==> src/rtl/grf_wport_arb_pkg.sv <==
// Shared types and constants for the GRF write-port arbiter.
// The write-request layout {wa, wd, pc} is the FIFO entry format.
package grf_wport_arb_pkg;

    localparam int REG_ADDR_W = 5;
    localparam int DATA_W     = 32;

    localparam logic [REG_ADDR_W-1:0] GRF_ZERO = '0;

    typedef struct packed {
        logic [REG_ADDR_W-1:0] wa;
        logic [DATA_W-1:0]     wd;
        logic [DATA_W-1:0]     pc;
    } wreq_t;

    localparam int WREQ_W = $bits(wreq_t);

    function automatic logic [(1<<REG_ADDR_W)-1:0] reg_onehot(input logic [REG_ADDR_W-1:0] wa);
        reg_onehot = {{((1<<REG_ADDR_W)-1){1'b0}}, 1'b1} << wa;
    endfunction

endpackage

==> src/rtl/grf_wport_arb_wb_fifo.sv <==
// DEPTH x wreq_t synchronous FIFO buffering long-latency writebacks.
// Exposes occupancy, the head entry and per-slot valid/wa for hazard tracking.
module grf_wport_arb_wb_fifo
    import grf_wport_arb_pkg::*;
#(
    parameter int DEPTH = 4
) (
    input  logic                                  clk,
    input  logic                                  reset,
    input  logic                                  push,
    input  wreq_t                                 push_data,
    input  logic                                  pop,
    output wreq_t                                 head,
    output logic [$clog2(DEPTH):0]                count,
    output logic [DEPTH-1:0]                      entry_valid,
    output logic [DEPTH-1:0][REG_ADDR_W-1:0]      entry_wa
);

    localparam int PTR_W = $clog2(DEPTH);
    localparam int CNT_W = PTR_W + 1;

    logic [PTR_W-1:0] rd_ptr;
    logic [PTR_W-1:0] wr_ptr;
    wreq_t            mem [DEPTH];

    // NOTE: non-blocking assignments for all flops so every register samples pre-edge values.
    always_ff @(posedge clk or negedge reset) begin
        if (!reset) begin
            rd_ptr <= '0;
            wr_ptr <= '0;
            count  <= '0;
        end else begin
            if (push) wr_ptr <= wr_ptr + PTR_W'(1);
            if (pop)  rd_ptr <= rd_ptr + PTR_W'(1);
            count <= count + CNT_W'(push) - CNT_W'(pop);
        end
    end

    // NOTE: storage is not reset; a slot only matters once entry_valid marks it.
    always_ff @(posedge clk) begin
        if (push) mem[wr_ptr] <= push_data;
    end

    assign head = mem[rd_ptr];

    // A slot is live when its distance from the read pointer is below the occupancy.
    for (genvar i = 0; i < DEPTH; i++) begin : g_slot
        logic [PTR_W-1:0] off;
        assign off            = PTR_W'(i) - rd_ptr;
        assign entry_valid[i] = {1'b0, off} < count;
        assign entry_wa[i]    = mem[i].wa;
    end

endmodule

==> src/rtl/grf_wport_arb.sv <==
// Arbitrates the GRF write port: W stage first, buffered long-latency writes fill idle slots.
// Optional starvation stall controlled by macro GRF_WARB_AGE_EN.
module grf_wport_arb
    import grf_wport_arb_pkg::*;
#(
    parameter int DEPTH   = 4,
    parameter int AGE_MAX = 8
) (
    input  logic                  clk,
    input  logic                  reset,
    input  logic                  p_we,
    input  logic [REG_ADDR_W-1:0] p_wa,
    input  logic [DATA_W-1:0]     p_wd,
    input  logic [DATA_W-1:0]     p_pc,
    input  logic                  l_valid,
    input  logic [REG_ADDR_W-1:0] l_wa,
    input  logic [DATA_W-1:0]     l_wd,
    input  logic [DATA_W-1:0]     l_pc,
    output logic                  l_ready,
    output logic                  grf_we,
    output logic [REG_ADDR_W-1:0] grf_wa,
    output logic [DATA_W-1:0]     grf_wd,
    output logic [DATA_W-1:0]     grf_wpc,
    output logic [31:0]           pend_mask,
    output logic                  stall_req
);

    localparam int CNT_W = $clog2(DEPTH) + 1;

    logic                           p_act;
    logic                           push;
    logic                           pop;
    wreq_t                          head;
    logic [CNT_W-1:0]               count;
    logic [DEPTH-1:0]               entry_valid;
    logic [DEPTH-1:0][REG_ADDR_W-1:0] entry_wa;

    assign l_ready = (count < CNT_W'(DEPTH));
    assign p_act   = p_we && (p_wa != GRF_ZERO);
    // l_wa==0 still completes the handshake but is dropped here.
    assign push    = l_valid && l_ready && (l_wa != GRF_ZERO);
    assign pop     = !p_act && (count != '0);

    grf_wport_arb_wb_fifo #(.DEPTH(DEPTH)) u_fifo (
        .clk         (clk),
        .reset       (reset),
        .push        (push),
        .push_data   ('{wa: l_wa, wd: l_wd, pc: l_pc}),
        .pop         (pop),
        .head        (head),
        .count       (count),
        .entry_valid (entry_valid),
        .entry_wa    (entry_wa)
    );

    always_ff @(posedge clk or negedge reset) begin
        if (!reset) begin
            grf_we  <= 1'b0;
            grf_wa  <= '0;
            grf_wd  <= '0;
            grf_wpc <= '0;
        end else if (p_act) begin
            grf_we  <= 1'b1;
            grf_wa  <= p_wa;
            grf_wd  <= p_wd;
            grf_wpc <= p_pc;
        end else if (pop) begin
            grf_we  <= 1'b1;
            grf_wa  <= head.wa;
            grf_wd  <= head.wd;
            grf_wpc <= head.pc;
        end else begin
            grf_we  <= 1'b0;
        end
    end

    // NOTE: every always_comb output gets a default first so no path can infer a latch.
    always_comb begin
        pend_mask = '0;
        for (int i = 0; i < DEPTH; i++) begin
            if (entry_valid[i]) pend_mask = pend_mask | reg_onehot(entry_wa[i]);
        end
        pend_mask[0] = 1'b0;
    end

`ifdef GRF_WARB_AGE_EN
    localparam int AGE_W = $clog2(AGE_MAX + 1);

    logic [AGE_W-1:0] age;
    logic [AGE_W-1:0] age_d;
    logic             stall_q;

    // Head wait time: saturating, cleared whenever the head leaves or the FIFO is empty.
    always_comb begin
        age_d = age;
        if (pop || count == '0) begin
            age_d = '0;
        end else if (age < AGE_W'(AGE_MAX)) begin
            age_d = age + AGE_W'(1);
        end
    end

    always_ff @(posedge clk or negedge reset) begin
        if (!reset) begin
            age     <= '0;
            stall_q <= 1'b0;
        end else begin
            age     <= age_d;
            stall_q <= (age_d >= AGE_W'(AGE_MAX));
        end
    end

    assign stall_req = stall_q;
`else
    // Always 0 for any legal AGE_MAX; the threshold only matters with the age counter built.
    assign stall_req = (AGE_MAX < 0);
`endif

endmodule

==> config.mk <==
export PLATFORM = sky130hd
export DESIGN_NAME = grf_wport_arb
export DESIGN_NICKNAME = d
export VERILOG_FILES = /design/src/rtl/grf_wport_arb_pkg.sv /design/src/rtl/grf_wport_arb_wb_fifo.sv /design/src/rtl/grf_wport_arb.sv
export SDC_FILE = /design/constraint.sdc
export NUM_CORES = 1
export LEC_CHECK = 0
export ABC_AREA = 1
export BUFFER_PORTS_ARGS = -buffer_cell sky130_fd_sc_hd__buf_2
export CAP_MARGIN = 20
export CORE_UTILIZATION = 40
export DETAILED_ROUTE_END_ITERATION = 16
export PLACE_DENSITY = 0.7
export SLEW_MARGIN = 20
export SYNTH_ARGS = -nofsm -noshare
export SYNTH_HDL_FRONTEND = slang
export SYNTH_HIERARCHICAL = 1
export SYNTH_SLANG_ARGS = --single-unit
==> constraint.sdc <==
create_clock -name clk -period 2.8 [get_ports clk]
set_input_delay 0.42 -clock clk [delete_from_list [all_inputs] [get_ports clk]]
set_output_delay 0.42 -clock clk [all_outputs]
set_load 0.02 [all_outputs]
==> results_dict.tcl <==
set metrics [dict create \
    cts_num_sinks 353 \
    via_per_inst 5.089 \
    antenna_found_initial 16 \
    vdd_ir_drop_max_v 0.0005360 \
    synth_xor_area_frac 0.001068 \
    syn_inst 1777 \
    cap_viol_max_count 0 \
    clk_pin_slew_worst_paths_ns 0.06 \
    cp_max_fo 8 \
    crit_required_ns 2.38 \
    failed_checks "negative setup slack" \
    fin_nets 2140 \
    crit_type "flip-flop to output port" \
    die_y_um 204.5 \
    synthArstFlopShare 0.2181 \
    max_freq_ghz 0.3468 \
    synth_ff_type "edfxtp_1" \
    yosys.area_share.simple 0.2961 \
    cts_buffer_depth 3 \
    wl_per_cell_um 17.92 \
    worst_pin_slew_ns 0.9164 \
    synth_top_family_by_area "simple AND/OR/NAND/NOR gates" \
    cts_tree "built" \
    multi_input_area_mm2 0.005360 \
    holdBufCountCts 0 \
    worst-r2r-cell-count 6 \
    hp-class "primary input to asynchronous set/reset pin" \
    synth_most_common_cell "nand2_1" \
    drt-total-wl_mm 45.68 \
    syn_to_final_growth_pct 19.17 \
    synth_common_cells "781 x nand2_1, 276 x edfxtp_1, 275 x nand3_1" \
    synth_edf_count 276 \
    initial_core_util 0.4089 \
    ant_nets 0 \
    rsz0062_at_grt "yes" \
    worstPathArrival_ns 2.46 \
    worst_slack_ns -0.08374 \
    finalSetupViolCount 15 \
    post-place-ws_ns 0.2242 \
    placementRows 73 \
    timing.final.max_slew_violations 0 \
    clockRootBuffer "clkbuf_16" \
    p_leak_uw 0.008828 \
    power_uw 19390 \
    numCtsBuffers 35 \
    synth_top_area_frac 0.5055 \
    grt_max_degree 140 \
    r2r_slack_ns 0.53 \
    period_share 1.030 \
    hold_violations 0 \
    synth-compound-area-share 0.007326 \
    place_congestion 0.9668 \
    ys_warn_count 6 \
    grt_pass1_wl_mm 69.97 \
    crit-reg2reg-launch "u_fifo/count[1]" \
    synth_adder_area_share 0.008852 \
    grt_pass1_vias 12580 \
    relSlewSlack 0.3882 \
    dr.first_iter.drc_count 788 \
    synth_cell_type_count 28 \
    design.core.area_mm2 0.04010 \
    cts.htree.levels 2 \
    syn-cell-area_mm2 0.01640 \
    clock_latency_ns 0.53 \
    yosys.area.top_type "edfxtp_1" \
    ys_top_cells_by_area "edfxtp_1 51%, nand2_1 18%, dfrtp_1 12%" \
    syn_avg_cell_area_um2 9.227 \
    hpwl_mm 29.25 \
    fp.dieW_um 204.5 \
    hold_ws_ns 0.01191 \
    worst_setup_path_start_kind "flip-flop" \
    dieArea_mm2 0.04180 \
    io_buffers 243 \
    grt.total_usage 0.2182 \
    io_pins 246 \
    grt_overflow 0 \
    drive_above_1_share 0.1971 \
    yosysSeqAreaShare 0.6230 \
    ff_latch_area_mm2 0.01022 \
    layout_min_cycle_time_ns 2.884 \
    fin_setup_tns_ns -0.4372 \
    status "finished with violations" \
    final_core_util 0.4873 \
    crit_path_end_kind "output port" \
    synthMuxAreaShare 0 \
    skew_ns 0.02192 \
    first_pass_iters 5 \
    drc 0 \
    powerDensity_mw_per_mm2 992.4 \
    nFillCells 3652 \
    r2r_end "grf_wa[4]" \
    vias 12970 \
    ys_ff_latch 353 \
]
cell type report:
cell class,count,share of cell area
sequential,353,0.5231
timing repair buffer,287,0.09426
multi-input combinational,1218,0.2743
clock inverter,14,0.006404
clock buffer,50,0.04771
tap,525,0.03362
inverter,92,0.01934
antenna,10,0.001281
state kept, by name (all words and copies together) (netlist names):
register / flops
u_fifo/mem: 276
u_fifo/wr_ptr: 2
grf_wpc: 32
grf_wa: 5
u_fifo/count: 3
u_fifo/rd_ptr: 2
grf_we: 1
grf_wd: 32
cell families (layout without fill, tap and decap cells):
| group | after synthesis | in the layout |
|---|---|---|
| other cells | 1 | 12 |
| compound gates | 22 | 22 |
| buf+inv | 207 | 443 |
| xor+xnor | 2 | 2 |
| flops | 353 | 353 |
| fa+ha+maj | 11 | 11 |
| simple gates | 1181 | 1181 |
cell usage in the layout (no fill, tap or decap), types with 4 or more instances in the layout:
cell,synthesis,layout
nand2_2,1,13
diode_2,0,10
a21oi_2,0,8
clkbuf_16,0,36
nand3_1,275,270
inv_1,88,77
nor2_4,0,4
ha_1,10,9
buf_2,28,217
inv_2,3,5
clkinv_1,0,7
clkbuf_1,33,15
inv_4,1,5
inv_6,0,4
buf_6,11,18
nor3_1,14,12
nand4_1,15,15
nand2_4,0,7
buf_12,0,10
nor2_2,0,7
nand3_2,0,5
buf_4,35,40
a21oi_1,17,9
nand2_1,781,762
clkinvlp_4,0,5
nor2_1,91,80
edfxtp_1,276,276
dfrtp_1,77,75
worst max path at each step:
stage | cells past startpoint | from | endpoint
global route | 16 | u_fifo/rd_ptr[0] | pend_mask[10]
floorplan | 16 | u_fifo/rd_ptr[0] | pend_mask[7]
CTS | 12 | u_fifo/rd_ptr[0] | pend_mask[22]
finish | 13 | u_fifo/rd_ptr[0] | pend_mask[16]
detailed placement | 10 | u_fifo/rd_ptr[0] | pend_mask[24]
global placement | 10 | u_fifo/rd_ptr[0] | pend_mask[8]
what timing repair did:
item	in CTS	in global routing
setup buffers	4	4
pin swaps	21	16
cloned	0	1
hold endpoints to repair	0	0
endpoints found under the setup margin	31	31
gates resized for setup	58	58
critical path: stages, from the launching register on:
cell     delay [ns]
dfrtp_4        0.52
inv_4          0.08
nand2_4        0.06
nand2_4        0.07
ha_1           0.22
nand2_1        0.07
nand2_1        0.06
nand2_2        0.08
nand2_1        0.07
nor2_1         0.14
buf_4          0.20
nand2_2        0.07
nand4_1        0.16
buf_6          0.14
metrics by stage:
step / cells / cell area, um2
final: 2549 / 19540
after global routing: 2547 / 19530
after CTS: 2533 / 19220
after detailed placement: 2465 / 17970
after global placement: 2465 / 17970
after floorplan: 1778 / 16410
power breakdown:
| group | total, uW | leakage [uW] | internal [uW] | switching, uW |
|---|---|---|---|---|
| clock | 4410 | 0.000506 | 2520 | 1900 |
| combinational | 7710 | 0.00488 | 2410 | 5310 |
| sequential | 7260 | 0.00344 | 6780 | 485 |
| total | 19400 | 0.00883 | 11700 | 7690 |
per-layer routing:
metal,up-vias,global-route usage,routed length (um),part of all wire
met5,-,0,77,0.0017
met4,12,0.08502,1335,0.029
met3,83,0.04401,3126,0.068
met2,429,0.3594,22100,0.48
met1,6208,0.2819,19050,0.42
li1,6240,-,-,-
Note: power is estimated with default switching activity, not from simulation.
